[config.mk]
export PLATFORM = sky130hd
export DESIGN_NAME = ctrl_pipe_unit_flat
export DESIGN_NICKNAME = d
export VERILOG_FILES = /design/src/rtl/ctrl_pkg.sv /design/src/rtl/ctrl_pipe_unit_if.sv /design/src/rtl/cond_check.sv /design/src/rtl/ctrl_pipe_unit.sv /design/src/flat_wrapper.sv
export SDC_FILE = /design/constraint.sdc
export NUM_CORES = 1
export LEC_CHECK = 0
export CELL_PAD_IN_SITES_DETAIL_PLACEMENT = 1
export CELL_PAD_IN_SITES_GLOBAL_PLACEMENT = 2
export CORE_AREA = 2 2 76 78
export DETAILED_ROUTE_END_ITERATION = 12
export DIE_AREA = 0 0 78 80
export PLACE_DENSITY = 0.73
export SYNTH_ARGS = -nofsm -noshare
export SYNTH_HDL_FRONTEND = slang
export SYNTH_HIERARCHICAL = 1
export SYNTH_SLANG_ARGS = --single-unit
[constraint.sdc]
create_clock -name clk -period 1.4 [get_ports clk]
set_input_delay 0.14 -clock clk [delete_from_list [all_inputs] [get_ports clk]]
set_output_delay 0.14 -clock clk [all_outputs]
set_load 0.02 [all_outputs]
[src/rtl/ctrl_pkg.sv]
// ---------------------------------------------------------------------------
// ctrl_pkg
// Shared definitions for the control pipeline: mode codes, data-processing
// opcodes, EXE_CMD codes, condition codes, the decoded control-word struct with
// its field offsets, and the instruction decode function.
// Condition-code constants are used by cond_check, which the top instantiates
// only when CTRL_COND_EXEC_EN is defined.
// ---------------------------------------------------------------------------
package ctrl_pkg;

  // Instruction classes
  localparam logic [1:0] MODE_DP  = 2'b00;
  localparam logic [1:0] MODE_MEM = 2'b01;
  localparam logic [1:0] MODE_BR  = 2'b10;
  localparam logic [1:0] MODE_NOP = 2'b11;

  // Data-processing opcodes
  localparam logic [3:0] OP_AND = 4'b0000;
  localparam logic [3:0] OP_EOR = 4'b0001;
  localparam logic [3:0] OP_SUB = 4'b0010;
  localparam logic [3:0] OP_ADD = 4'b0100;
  localparam logic [3:0] OP_ADC = 4'b0101;
  localparam logic [3:0] OP_SBC = 4'b0110;
  localparam logic [3:0] OP_TST = 4'b1000;
  localparam logic [3:0] OP_CMP = 4'b1010;
  localparam logic [3:0] OP_ORR = 4'b1100;
  localparam logic [3:0] OP_MOV = 4'b1101;
  localparam logic [3:0] OP_MVN = 4'b1111;

  // Execute-stage commands
  localparam logic [3:0] CMD_NONE = 4'b0000;
  localparam logic [3:0] CMD_MOV  = 4'b0001;
  localparam logic [3:0] CMD_ADD  = 4'b0010;
  localparam logic [3:0] CMD_ADC  = 4'b0011;
  localparam logic [3:0] CMD_SUB  = 4'b0100;
  localparam logic [3:0] CMD_SBC  = 4'b0101;
  localparam logic [3:0] CMD_AND  = 4'b0110;
  localparam logic [3:0] CMD_ORR  = 4'b0111;
  localparam logic [3:0] CMD_EOR  = 4'b1000;
  localparam logic [3:0] CMD_MVN  = 4'b1001;

  // Condition codes (flags are NZCV, N in bit 3)
  localparam logic [3:0] COND_EQ = 4'b0000;
  localparam logic [3:0] COND_NE = 4'b0001;
  localparam logic [3:0] COND_CS = 4'b0010;
  localparam logic [3:0] COND_CC = 4'b0011;
  localparam logic [3:0] COND_MI = 4'b0100;
  localparam logic [3:0] COND_PL = 4'b0101;
  localparam logic [3:0] COND_VS = 4'b0110;
  localparam logic [3:0] COND_VC = 4'b0111;
  localparam logic [3:0] COND_HI = 4'b1000;
  localparam logic [3:0] COND_LS = 4'b1001;
  localparam logic [3:0] COND_GE = 4'b1010;
  localparam logic [3:0] COND_LT = 4'b1011;
  localparam logic [3:0] COND_GT = 4'b1100;
  localparam logic [3:0] COND_LE = 4'b1101;
  localparam logic [3:0] COND_AL = 4'b1110;

  // Decoded control word; the destination register travels beside it with
  // its own parameterised width.
  typedef struct packed {
    logic       wb;
    logic       mem_r;
    logic       mem_w;
    logic       set_flags;
    logic       is_branch;
    logic [3:0] cmd;
  } ctrl_word_t;

  // Bit offsets of the fields inside ctrl_word_t
  localparam int CW_CMD_LSB   = 0;
  localparam int CW_IS_BRANCH = 4;
  localparam int CW_SET_FLAGS = 5;
  localparam int CW_MEM_W     = 6;
  localparam int CW_MEM_R     = 7;
  localparam int CW_WB        = 8;

  // Unknown opcodes and mode 11 decode to an all-zero (NOP) word.
  function automatic ctrl_word_t decode(input logic [1:0] mode,
                                        input logic [3:0] opcode,
                                        input logic       s_bit);
    ctrl_word_t cw;
    cw = '0;
    case (mode)
      MODE_DP: begin
        cw.wb        = 1'b1;
        cw.set_flags = s_bit;
        case (opcode)
          OP_MOV:  cw.cmd = CMD_MOV;
          OP_MVN:  cw.cmd = CMD_MVN;
          OP_ADD:  cw.cmd = CMD_ADD;
          OP_ADC:  cw.cmd = CMD_ADC;
          OP_SUB:  cw.cmd = CMD_SUB;
          OP_SBC:  cw.cmd = CMD_SBC;
          OP_AND:  cw.cmd = CMD_AND;
          OP_ORR:  cw.cmd = CMD_ORR;
          OP_EOR:  cw.cmd = CMD_EOR;
          // Compare/test only exist to produce flags
          OP_CMP: begin
            cw.cmd       = CMD_SUB;
            cw.wb        = 1'b0;
            cw.set_flags = 1'b1;
          end
          OP_TST: begin
            cw.cmd       = CMD_AND;
            cw.wb        = 1'b0;
            cw.set_flags = 1'b1;
          end
          default: cw = '0;
        endcase
      end
      MODE_MEM: begin
        cw.cmd = CMD_ADD;
        if (s_bit) begin
          cw.wb    = 1'b1;
          cw.mem_r = 1'b1;
        end else begin
          cw.mem_w = 1'b1;
        end
      end
      MODE_BR:  cw.is_branch = 1'b1;
      default:  cw = '0;
    endcase
    return cw;
  endfunction

endpackage

[src/rtl/ctrl_pipe_unit_if.sv]
// ---------------------------------------------------------------------------
// ctrl_pipe_unit_if
// Bundles the instruction-side inputs and the staged control outputs of
// ctrl_pipe_unit.
//   master : instruction source / hazard unit / ALU flags; observes controls
//   slave  : ctrl_pipe_unit itself
// ---------------------------------------------------------------------------
interface ctrl_pipe_unit_if #(
  parameter int CMD_W  = 4,
  parameter int REG_AW = 4
);
  // Instruction side
  logic              in_valid;
  logic              in_ready;
  logic [1:0]        mode;
  logic [3:0]        opcode;
  logic              s_bit;
  logic [3:0]        cond;
  logic [REG_AW-1:0] dst;
  logic              hazard;
  logic [3:0]        ex_flags;
  // ID/EX stage
  logic              ex_valid;
  logic [CMD_W-1:0]  ex_cmd;
  logic              ex_wb_en;
  logic              ex_mem_r_en;
  logic              ex_mem_w_en;
  logic              ex_set_flags;
  logic [REG_AW-1:0] ex_dst;
  logic              branch_taken;
  // EX/MEM stage
  logic              mem_valid;
  logic              mem_wb_en;
  logic              mem_r_en;
  logic              mem_w_en;
  logic [REG_AW-1:0] mem_dst;
  // MEM/WB stage
  logic              wb_valid;
  logic              wb_en;
  logic [REG_AW-1:0] wb_dst;
  logic [3:0]        status;

  modport master (
    output in_valid, mode, opcode, s_bit, cond, dst, hazard, ex_flags,
    input  in_ready, ex_valid, ex_cmd, ex_wb_en, ex_mem_r_en, ex_mem_w_en,
           ex_set_flags, ex_dst, branch_taken, mem_valid, mem_wb_en,
           mem_r_en, mem_w_en, mem_dst, wb_valid, wb_en, wb_dst, status
  );

  modport slave (
    input  in_valid, mode, opcode, s_bit, cond, dst, hazard, ex_flags,
    output in_ready, ex_valid, ex_cmd, ex_wb_en, ex_mem_r_en, ex_mem_w_en,
           ex_set_flags, ex_dst, branch_taken, mem_valid, mem_wb_en,
           mem_r_en, mem_w_en, mem_dst, wb_valid, wb_en, wb_dst, status
  );
endinterface

[src/rtl/cond_check.sv]
// ---------------------------------------------------------------------------
// cond_check
// Combinational ARM condition evaluation.
//   i_cond : condition field
//   i_nzcv : flags to test (N bit 3, Z bit 2, C bit 1, V bit 0)
//   o_pass : 1 when the instruction may execute
// AL and 1111 always pass.
// ---------------------------------------------------------------------------
module cond_check
  import ctrl_pkg::*;
(
  input  logic [3:0] i_cond,
  input  logic [3:0] i_nzcv,
  output logic       o_pass
);

  logic w_n, w_z, w_c, w_v;
  assign w_n = i_nzcv[3];
  assign w_z = i_nzcv[2];
  assign w_c = i_nzcv[1];
  assign w_v = i_nzcv[0];

  // Condition decode
  always_comb begin
    o_pass = 1'b1;
    case (i_cond)
      COND_EQ: o_pass = w_z;
      COND_NE: o_pass = !w_z;
      COND_CS: o_pass = w_c;
      COND_CC: o_pass = !w_c;
      COND_MI: o_pass = w_n;
      COND_PL: o_pass = !w_n;
      COND_VS: o_pass = w_v;
      COND_VC: o_pass = !w_v;
      COND_HI: o_pass = w_c && !w_z;
      COND_LS: o_pass = !w_c || w_z;
      COND_GE: o_pass = (w_n == w_v);
      COND_LT: o_pass = (w_n != w_v);
      COND_GT: o_pass = !w_z && (w_n == w_v);
      COND_LE: o_pass = w_z || (w_n != w_v);
      COND_AL: o_pass = 1'b1;
      default: o_pass = 1'b1;
    endcase
  end

endmodule

[src/rtl/ctrl_pipe_unit.sv]
// ---------------------------------------------------------------------------
// ctrl_pipe_unit
// Decodes mode/opcode/S into execute, memory and writeback controls and
// carries them through ID/EX, EX/MEM and MEM/WB registers. Owns the hazard
// stall, the branch-shadow squash and (optionally) the NZCV status register.
// Ports:
//   clk   : rising-edge clock
//   rst_n : asynchronous active-low reset
//   bus   : ctrl_pipe_unit_if.slave (instruction fields, hazard, ALU flags in;
//           in_ready, branch_taken, ex_*/mem_*/wb_* controls, status out)
// Parameters: CMD_W, REG_AW, SHADOW (instructions squashed after a taken
// branch, 0..7).
// Configuration macro CTRL_COND_EXEC_EN: when defined, instructions are
// predicated on their condition field against bypassed NZCV flags and a status
// register is kept; when undefined, cond is ignored and status reads 0.
// ---------------------------------------------------------------------------
module ctrl_pipe_unit
  import ctrl_pkg::*;
#(
  parameter int CMD_W  = 4,
  parameter int REG_AW = 4,
  parameter int SHADOW = 1
)(
  input logic           clk,
  input logic           rst_n,
  ctrl_pipe_unit_if.slave bus
);

  localparam logic [2:0] SHADOW_LD = 3'(SHADOW);

  ctrl_word_t        w_dec;
  logic              w_accept;
  logic              w_cond_pass;
  logic              w_issue;
  logic              w_branch_taken;
  logic [2:0]        w_shadow_eff;
  logic [2:0]        w_shadow_nxt;
  logic [2:0]        r_shadow;
  logic [3:0]        w_status;

  logic              r_ex_valid, r_ex_wb, r_ex_mr, r_ex_mw, r_ex_sf, r_ex_br;
  logic [CMD_W-1:0]  r_ex_cmd;
  logic [REG_AW-1:0] r_ex_dst;
  logic              r_mem_valid, r_mem_wb, r_mem_mr, r_mem_mw;
  logic [REG_AW-1:0] r_mem_dst;
  logic              r_wb_valid, r_wb_en;
  logic [REG_AW-1:0] r_wb_dst;

  assign w_dec          = decode(bus.mode, bus.opcode, bus.s_bit);
  assign w_accept       = bus.in_valid && !bus.hazard;
  assign w_branch_taken = r_ex_valid && r_ex_br;

  // A branch resolving this cycle already shadows the instruction being
  // accepted now, so the reload value is used before it is registered.
  always_comb begin
    w_shadow_eff = r_shadow;
    w_shadow_nxt = r_shadow;
    if (w_branch_taken) begin
      w_shadow_eff = SHADOW_LD;
    end else begin
      w_shadow_eff = r_shadow;
    end
    if (w_accept && (w_shadow_eff != 3'd0)) begin
      w_shadow_nxt = w_shadow_eff - 3'd1;
    end else begin
      w_shadow_nxt = w_shadow_eff;
    end
  end

  assign w_issue = w_accept && w_cond_pass && (w_shadow_eff == 3'd0);

`ifdef CTRL_COND_EXEC_EN
  logic [3:0] r_status;
  logic [3:0] w_flags;

  // Flags being produced in EX are newer than the status register
  assign w_flags = (r_ex_valid && r_ex_sf) ? bus.ex_flags : r_status;

  cond_check u_cond_check (
    .i_cond (bus.cond),
    .i_nzcv (w_flags),
    .o_pass (w_cond_pass)
  );

  // NZCV status register
  always_ff @(posedge clk or negedge rst_n) begin
    if (!rst_n) begin
      r_status <= 4'b0000;
    end else if (r_ex_valid && r_ex_sf) begin
      r_status <= bus.ex_flags;
    end
  end

  assign w_status = r_status;
`else
  logic w_unused_cond;
  assign w_unused_cond = ^{bus.cond, bus.ex_flags};
  assign w_cond_pass   = 1'b1;
  assign w_status      = 4'b0000;
`endif

  // Branch-shadow counter
  always_ff @(posedge clk or negedge rst_n) begin
    if (!rst_n) begin
      r_shadow <= 3'd0;
    end else begin
      r_shadow <= w_shadow_nxt;
    end
  end

  // ID/EX register: loads the decoded word or a bubble
  always_ff @(posedge clk or negedge rst_n) begin
    if (!rst_n) begin
      r_ex_valid <= 1'b0;
      r_ex_cmd   <= '0;
      r_ex_wb    <= 1'b0;
      r_ex_mr    <= 1'b0;
      r_ex_mw    <= 1'b0;
      r_ex_sf    <= 1'b0;
      r_ex_br    <= 1'b0;
      r_ex_dst   <= '0;
    end else if (w_issue) begin
      r_ex_valid <= 1'b1;
      r_ex_cmd   <= CMD_W'(w_dec.cmd);
      r_ex_wb    <= w_dec.wb;
      r_ex_mr    <= w_dec.mem_r;
      r_ex_mw    <= w_dec.mem_w;
      r_ex_sf    <= w_dec.set_flags;
      r_ex_br    <= w_dec.is_branch;
      r_ex_dst   <= bus.dst;
    end else begin
      r_ex_valid <= 1'b0;
      r_ex_cmd   <= '0;
      r_ex_wb    <= 1'b0;
      r_ex_mr    <= 1'b0;
      r_ex_mw    <= 1'b0;
      r_ex_sf    <= 1'b0;
      r_ex_br    <= 1'b0;
      r_ex_dst   <= '0;
    end
  end

  // EX/MEM and MEM/WB registers advance every cycle
  always_ff @(posedge clk or negedge rst_n) begin
    if (!rst_n) begin
      r_mem_valid <= 1'b0;
      r_mem_wb    <= 1'b0;
      r_mem_mr    <= 1'b0;
      r_mem_mw    <= 1'b0;
      r_mem_dst   <= '0;
      r_wb_valid  <= 1'b0;
      r_wb_en     <= 1'b0;
      r_wb_dst    <= '0;
    end else begin
      r_mem_valid <= r_ex_valid;
      r_mem_wb    <= r_ex_wb;
      r_mem_mr    <= r_ex_mr;
      r_mem_mw    <= r_ex_mw;
      r_mem_dst   <= r_ex_dst;
      r_wb_valid  <= r_mem_valid;
      r_wb_en     <= r_mem_wb;
      r_wb_dst    <= r_mem_dst;
    end
  end

  assign bus.in_ready     = !bus.hazard;
  assign bus.branch_taken = w_branch_taken;
  assign bus.ex_valid     = r_ex_valid;
  assign bus.ex_cmd       = r_ex_cmd;
  assign bus.ex_wb_en     = r_ex_wb;
  assign bus.ex_mem_r_en  = r_ex_mr;
  assign bus.ex_mem_w_en  = r_ex_mw;
  assign bus.ex_set_flags = r_ex_sf;
  assign bus.ex_dst       = r_ex_dst;
  assign bus.mem_valid    = r_mem_valid;
  assign bus.mem_wb_en    = r_mem_wb;
  assign bus.mem_r_en     = r_mem_mr;
  assign bus.mem_w_en     = r_mem_mw;
  assign bus.mem_dst      = r_mem_dst;
  assign bus.wb_valid     = r_wb_valid;
  assign bus.wb_en        = r_wb_en;
  assign bus.wb_dst       = r_wb_dst;
  assign bus.status       = w_status;

endmodule

[src/flat_wrapper.sv]
// flat-port wrapper written by rule: the top's interface ports become plain ports
module ctrl_pipe_unit_flat import ctrl_pkg::*;
#(
  parameter int CMD_W  = 4,
  parameter int REG_AW = 4,
  parameter int SHADOW = 1
)
  (clk, rst_n, bus_in_valid, bus_mode, bus_opcode, bus_s_bit, bus_cond, bus_dst, bus_hazard, bus_ex_flags, bus_in_ready, bus_ex_valid, bus_ex_cmd, bus_ex_wb_en, bus_ex_mem_r_en, bus_ex_mem_w_en, bus_ex_set_flags, bus_ex_dst, bus_branch_taken, bus_mem_valid, bus_mem_wb_en, bus_mem_r_en, bus_mem_w_en, bus_mem_dst, bus_wb_valid, bus_wb_en, bus_wb_dst, bus_status);
  ctrl_pipe_unit_if #(.CMD_W(CMD_W), .REG_AW(REG_AW)) bus_i ();
  input logic clk;
  input logic rst_n;
  input wire logic [$bits(bus_i.in_valid)-1:0] bus_in_valid;
  input wire logic [$bits(bus_i.mode)-1:0] bus_mode;
  input wire logic [$bits(bus_i.opcode)-1:0] bus_opcode;
  input wire logic [$bits(bus_i.s_bit)-1:0] bus_s_bit;
  input wire logic [$bits(bus_i.cond)-1:0] bus_cond;
  input wire logic [$bits(bus_i.dst)-1:0] bus_dst;
  input wire logic [$bits(bus_i.hazard)-1:0] bus_hazard;
  input wire logic [$bits(bus_i.ex_flags)-1:0] bus_ex_flags;
  output wire logic [$bits(bus_i.in_ready)-1:0] bus_in_ready;
  output wire logic [$bits(bus_i.ex_valid)-1:0] bus_ex_valid;
  output wire logic [$bits(bus_i.ex_cmd)-1:0] bus_ex_cmd;
  output wire logic [$bits(bus_i.ex_wb_en)-1:0] bus_ex_wb_en;
  output wire logic [$bits(bus_i.ex_mem_r_en)-1:0] bus_ex_mem_r_en;
  output wire logic [$bits(bus_i.ex_mem_w_en)-1:0] bus_ex_mem_w_en;
  output wire logic [$bits(bus_i.ex_set_flags)-1:0] bus_ex_set_flags;
  output wire logic [$bits(bus_i.ex_dst)-1:0] bus_ex_dst;
  output wire logic [$bits(bus_i.branch_taken)-1:0] bus_branch_taken;
  output wire logic [$bits(bus_i.mem_valid)-1:0] bus_mem_valid;
  output wire logic [$bits(bus_i.mem_wb_en)-1:0] bus_mem_wb_en;
  output wire logic [$bits(bus_i.mem_r_en)-1:0] bus_mem_r_en;
  output wire logic [$bits(bus_i.mem_w_en)-1:0] bus_mem_w_en;
  output wire logic [$bits(bus_i.mem_dst)-1:0] bus_mem_dst;
  output wire logic [$bits(bus_i.wb_valid)-1:0] bus_wb_valid;
  output wire logic [$bits(bus_i.wb_en)-1:0] bus_wb_en;
  output wire logic [$bits(bus_i.wb_dst)-1:0] bus_wb_dst;
  output wire logic [$bits(bus_i.status)-1:0] bus_status;
  assign bus_i.in_valid = bus_in_valid;
  assign bus_i.mode = bus_mode;
  assign bus_i.opcode = bus_opcode;
  assign bus_i.s_bit = bus_s_bit;
  assign bus_i.cond = bus_cond;
  assign bus_i.dst = bus_dst;
  assign bus_i.hazard = bus_hazard;
  assign bus_i.ex_flags = bus_ex_flags;
  assign bus_in_ready = bus_i.in_ready;
  assign bus_ex_valid = bus_i.ex_valid;
  assign bus_ex_cmd = bus_i.ex_cmd;
  assign bus_ex_wb_en = bus_i.ex_wb_en;
  assign bus_ex_mem_r_en = bus_i.ex_mem_r_en;
  assign bus_ex_mem_w_en = bus_i.ex_mem_w_en;
  assign bus_ex_set_flags = bus_i.ex_set_flags;
  assign bus_ex_dst = bus_i.ex_dst;
  assign bus_branch_taken = bus_i.branch_taken;
  assign bus_mem_valid = bus_i.mem_valid;
  assign bus_mem_wb_en = bus_i.mem_wb_en;
  assign bus_mem_r_en = bus_i.mem_r_en;
  assign bus_mem_w_en = bus_i.mem_w_en;
  assign bus_mem_dst = bus_i.mem_dst;
  assign bus_wb_valid = bus_i.wb_valid;
  assign bus_wb_en = bus_i.wb_en;
  assign bus_wb_dst = bus_i.wb_dst;
  assign bus_status = bus_i.status;
  ctrl_pipe_unit #(.CMD_W(CMD_W), .REG_AW(REG_AW), .SHADOW(SHADOW)) u_core (.clk(clk), .rst_n(rst_n), .bus(bus_i));
endmodule
# Yosys cells after proc, flatten, opt, wreduce, memory -nomap -nowiden

Cells that the tools add are included.

Flip-flop bits (word level): 31
Bits in latches: 0
Memory bits (writable): 0
ROM bits: 0
Output and inout port bits: 33
Word-level logic and storage cells: 62
Memories: 0

Add/sub/neg operators: 1
$mul: 0
Div/mod/pow operators: 0
$lt $le $gt $ge: 0
Equality and inequality tests: 12
Shift operators: 0
Multiplexer cells: 19
Bitwise logic cells: 0
Reductions and logical operators: 13

Operators with widths:

| operator                                                            | count |
|---|---|
| 4-bit one-hot mux with 9 select lines                               | 1 |
| 4-bit == test (second input constant)                               | 5 |
| 4-bit by 3-bit == test with 1-bit output (second input constant)    | 3 |
| 1-bit 2-to-1 mux                                                    | 10 |
| 9-bit OR reduction                                                  | 1 |
| 4-bit 2-to-1 mux                                                    | 2 |
| 4-bit one-hot mux with 2 select lines                               | 1 |
| 3-bit 2-to-1 mux                                                    | 2 |
| 3-bit one-hot mux with 2 select lines                               | 1 |
| 2-bit OR reduction                                                  | 3 |
| 4-bit by 1-bit == test with 1-bit output (second input constant)    | 1 |
| 4-bit by 2-bit == test with 1-bit output (second input constant)    | 1 |
| 1-bit logical AND                                                   | 4 |
| 4-bit zero test                                                     | 1 |
| 3-bit zero test                                                     | 1 |
| 3-bit nonzero test                                                  | 1 |
| 3-bit by 1-bit subtractor with 3-bit output (second input constant) | 1 |
| 2-bit by 1-bit == test with 1-bit output (second input constant)    | 1 |
| 2-bit == test (second input constant)                               | 1 |
| 2-bit zero test                                                     | 1 |
| 2-bit 2-to-1 mux                                                    | 1 |
| 1-bit one-hot mux with 2 select lines                               | 1 |
| 1-bit zero test                                                     | 1 |

# Depth between registers and ports, before layout

Depth after elaboration: 5
Mapped depth: 7
Gate-level depth less buffers: 7

# Least setup slack after synthesis

OpenSTA, ideal clock, no wires.

Path kind: reg-to-reg
From: reg u_core.r_ex_valid (netlist: u_core/bus.ex_valid)
To: reg u_core.r_shadow[1]
Library setup time: 0.079 ns
Data arrival time: 1.576 ns
Required time: 1.321 ns
Path slack: -0.256 ns
Stages on the path, launching flop included: 7
Path through: dfrtp_1 -> nand2_1 -> nand2_1 -> ha_1 -> ha_1 -> nor3b_2 -> mux2i_1

Longest elaborated chain between the ends: 5
Elaborated cells between the ends (all ways): 6
Those cells by class: 1 x add/sub; 2 x mux; 3 x reduce/logical

Ends and longest elaborated chain:

| what                                                                                                | line                  | text |
|---|---|---|
| start: declaration                                                                                  | ctrl_pipe_unit.sv:41  | `logic r_ex_valid, r_ex_wb, r_ex_mr, r_ex_mw, r_ex_sf, r_ex_br;` |
| start signal: assignment                                                                            | ctrl_pipe_unit.sv:114 | `r_ex_valid <= 1'b0;` |
| start signal: assignment                                                                            | ctrl_pipe_unit.sv:123 | `r_ex_valid <= 1'b1;` |
| start signal: assignment                                                                            | ctrl_pipe_unit.sv:132 | `r_ex_valid <= 1'b0;` |
| 1-bit logical AND *                                                                                 | ctrl_pipe_unit.sv:51  | `assign w_branch_taken = r_ex_valid && r_ex_br;` |
| 3-bit 2-to-1 mux *                                                                                  | ctrl_pipe_unit.sv:58  | `if (w_branch_taken) begin` |
| parallel branches: the longest is 2 deep, another holds 3-bit by 1-bit subtractor with 3-bit output | -                     |  |
| 3-bit 2-to-1 mux *                                                                                  | ctrl_pipe_unit.sv:63  | `if (w_accept && (w_shadow_eff != 3'd0)) begin` |
| net u_core.w_shadow_nxt[1]                                                                          | ctrl_pipe_unit.sv:37  | `logic [2:0] w_shadow_nxt;` |
| end signal: assignment                                                                              | ctrl_pipe_unit.sv:107 | `r_shadow <= w_shadow_nxt;` |
| end: declaration                                                                                    | ctrl_pipe_unit.sv:38  | `logic [2:0] r_shadow;` |

Mark *: on every way through the listed nets, which the timed path passes.

# Final worst setup path

From: reg u_core.r_ex_valid (netlist: u_core/bus.ex_valid)
To: reg u_core.r_ex_sf (netlist: u_core/bus.ex_set_flags)

Longest elaborated chain between the ends: 5

Ends and longest elaborated chain:

| what                   | line                  | text |
|---|---|---|
| 1-bit logical AND      | ctrl_pipe_unit.sv:51  |  |
| 3-bit 2-to-1 mux       | ctrl_pipe_unit.sv:58  |  |
| 3-bit zero test        | ctrl_pipe_unit.sv:70  | `assign w_issue = w_accept && w_cond_pass && (w_shadow_eff == 3'd0);` |
| 1-bit logical AND      | ctrl_pipe_unit.sv:70  |  |
| 1-bit 2-to-1 mux       | ctrl_pipe_unit.sv:122 | `end else if (w_issue) begin` |
| end signal: assignment | ctrl_pipe_unit.sv:128 | `r_ex_sf <= w_dec.set_flags;` |
| end: declaration       | ctrl_pipe_unit.sv:41  |  |

Every way passes these cells.

==> reports/qor.csv <==
metric,value,unit
setup_ws,-165.6,ps
dieHeight,80,um
hpwl,2111,um
rows,27,
crit_path_max_incr_delay,430,ps
cts_hold_buffers,0,
critPathRequiredTime,1610,ps
use_met1,9.986,%
finalCriticalPeriod,1566,ps
crit_start,u_core/bus.ex_valid,
die_x,78,um
n_antenna_cell,0,
root_buffer,clkbuf_8,
worst_ir_drop_vdd,0.4372,mV
io_pins,56,
core,0.005405,mm2
antenna_found_initial,0,
cp_slowest_cell,dfrtp_2,
fp.dieArea,0.006240,mm2
vias_per_cell,3.887,
avgRoutedWirePerCell,13.27,um
drv_slew,0,
status,finished with violations,
port_buffers,43,
ys_ff_latch,31,
clock_latency,270,ps
drt-initial-drc-count,4,
cts_buffers,5,
critical_path_class,reg2reg,
syn_inst,84,
grt_use_met3,4.299,%
gp_congestion,0.7509,
drv_cap,0,
max_freq,638.7,MHz
p_per_area,1184,mW/mm2
vias,859,
synth_cell_types,27,
cts.sinks,31,
period_share,111.8,%
ys_seq_area_share,67.54,%
ant_nets,0,
path_buf_inv,0,
ys_warn_count,6,
clockBufferDepth,2,
leakage,0.001099,uW
violations,setup timing,
initial_core_util,21.25,%
crit_chain,"a21oi_4, ha_4, ha_4, nand4bb_4, nor2_4, o2111a_1",
crit_family,flip-flops,
tns,-1377,ps
hp-class,in2async,
layout.nets,173,
grt_overflow,0,
timing.critical_path.mode_cell,ha_4,
h-tree-depth,2,
grt_pass1_vias,961,
post-place-ws,-179.1,ps
grt_pass1_wl,4767,um
drc,0,
worstSetupStartpointType,flop,
cts_tree,done,
grt_max_degree,32,
setup_viol,14,
drive_gt1_share,28.86,%
syn_area,0.001149,mm2
end_kind,flop,
rr_startpoint,u_core/bus.ex_valid,
hold_viol,0,
syn_to_final_growth,74.18,%
grtUsageMet2,18.45,%
cp.arrival,1780,ps
rsz0062_at_grt,yes,
wl,2932,um
grtUsageTotal,10.01,%
grt.busiest_layer,met2,
cp_max_fo,7,
dr.pass1.iters,2,
path_clk_slew,60,ps
syn-mean-instance-area,13.67,um2
skew,4.590,ps
registers in the layout, indices dropped and copies added, names as in the netlist, 3 cells and up:
name,flops
u_core/bus.ex_cmd,4
u_core/bus.wb_dst,4
u_core/r_shadow,3
u_core/bus.ex_dst,4
u_core/bus.mem_dst,4
path summary, 6_finish.rpt:
kind,endpoint,depth (start not counted),slack (ps)
min,u_core/bus.mem_wb_en,2,260
min reg2reg,u_core/bus.wb_valid,0,370
min in group clk,u_core/bus.wb_valid,0,370
max reg2reg,u_core/bus.ex_set_flags,6,-170
max in group asynchronous,u_core/bus.ex_valid,2,840
max,u_core/bus.ex_set_flags,6,-170
stage by stage:
step | area [um2] | total power [uW] | cells | hold WS [ps] | util, %
finish | 2001 | 2369 | 221 | 260.2 | 37.01
global route | 2001 | 2523 | 221 | 290.4 | 37.01
CTS | 1923 | 2353 | 217 | 287.0 | 35.58
detailed placement | 1739 | 1494 | 205 | 360.4 | 32.18
global placement | 1739 | 1462 | 205 | 360.4 | 32.18
floorplan | 1191 | 1284 | 87 | -155.6 | -
power by group:
group / switching (uW) / leakage [uW] / total, uW / internal, uW
clock network: 294 / 0.0000515 / 741 / 448
registers: 44.3 / 0.000423 / 1020 / 972
logic: 284 / 0.000624 / 612 / 328
what timing repair did:
action	4_1_cts	5_1_grt
setup buffers	4	4
gates resized for setup	15	20
endpoints found under the setup margin	19	28
pin swaps	8	0
cell usage in the layout (no fill, tap or decap), drive strengths merged, types with 3 or more instances in the layout:
master,count
dlymetal6s2s,11
nor3,3
buf,18
clkdlybuf4s50,29
inv,4
conb,4
o21ai,4
and3,4
dfrtp,31
nand2,4
clkbuf,8
mux2i,3
and2,4
cells by family after synthesis:
logic type               after synthesis  synth area share (%)
buffers and inverters                 10                 4.793
XOR/XNOR                               3                 2.288
AO/OA/AOI/OAI                          9                 5.555
flip-flops                            31                 67.54
AND/OR/NAND/NOR                       25                 14.70
multiplexers                           3                 2.614
other                                  1                0.3265
adder cells (fa/ha/maj)                2                 2.178
layout make-up:
class                   instances  area, um2
clock buffers                   8      100.1
fillers                       583       3405
inverters                       4      15.01
multi-input cells              46      430.4
flip-flops and latches         31      777.0
well taps                      72      90.09
repair buffers                 60      588.1
layer usage:
layer	routed length, um	vias to the layer above
met5	0	-
met4	50	0
met3	200	6
met2	1501	38
met1	1180	414
li1	-	401
cells in the mapped netlist:
cell type / n / area share, %
o21ai_0: 3 / 1.3
dfrtp_1: 31 / 68
and2_1: 4 / 2.2
nor2b_1: 2 / 1.1
inv_1: 3 / 0.98
a21oi_1: 2 / 0.87
ha_1: 2 / 2.2
and3b_1: 2 / 1.5
nor3b_2: 1 / 1.1
nand3_1: 1 / 0.44
a2111oi_2: 1 / 1.3
nor3_1: 3 / 1.3
nor2_1: 2 / 0.65
o2111a_1: 1 / 0.98
and3_1: 4 / 2.2
a21o_1: 1 / 0.65
mux2i_1: 3 / 2.6
buf_2: 2 / 0.87
conb_1: 1 / 0.33
nand2_1: 4 / 1.3
nand4bb_4: 1 / 2.4
o21ai_1: 1 / 0.44
xnor2_1: 2 / 1.5
buf_4: 4 / 2.6
nand2b_1: 1 / 0.55
xor2_1: 1 / 0.76
inv_2: 1 / 0.33
(Power assumes the default switching activity.)
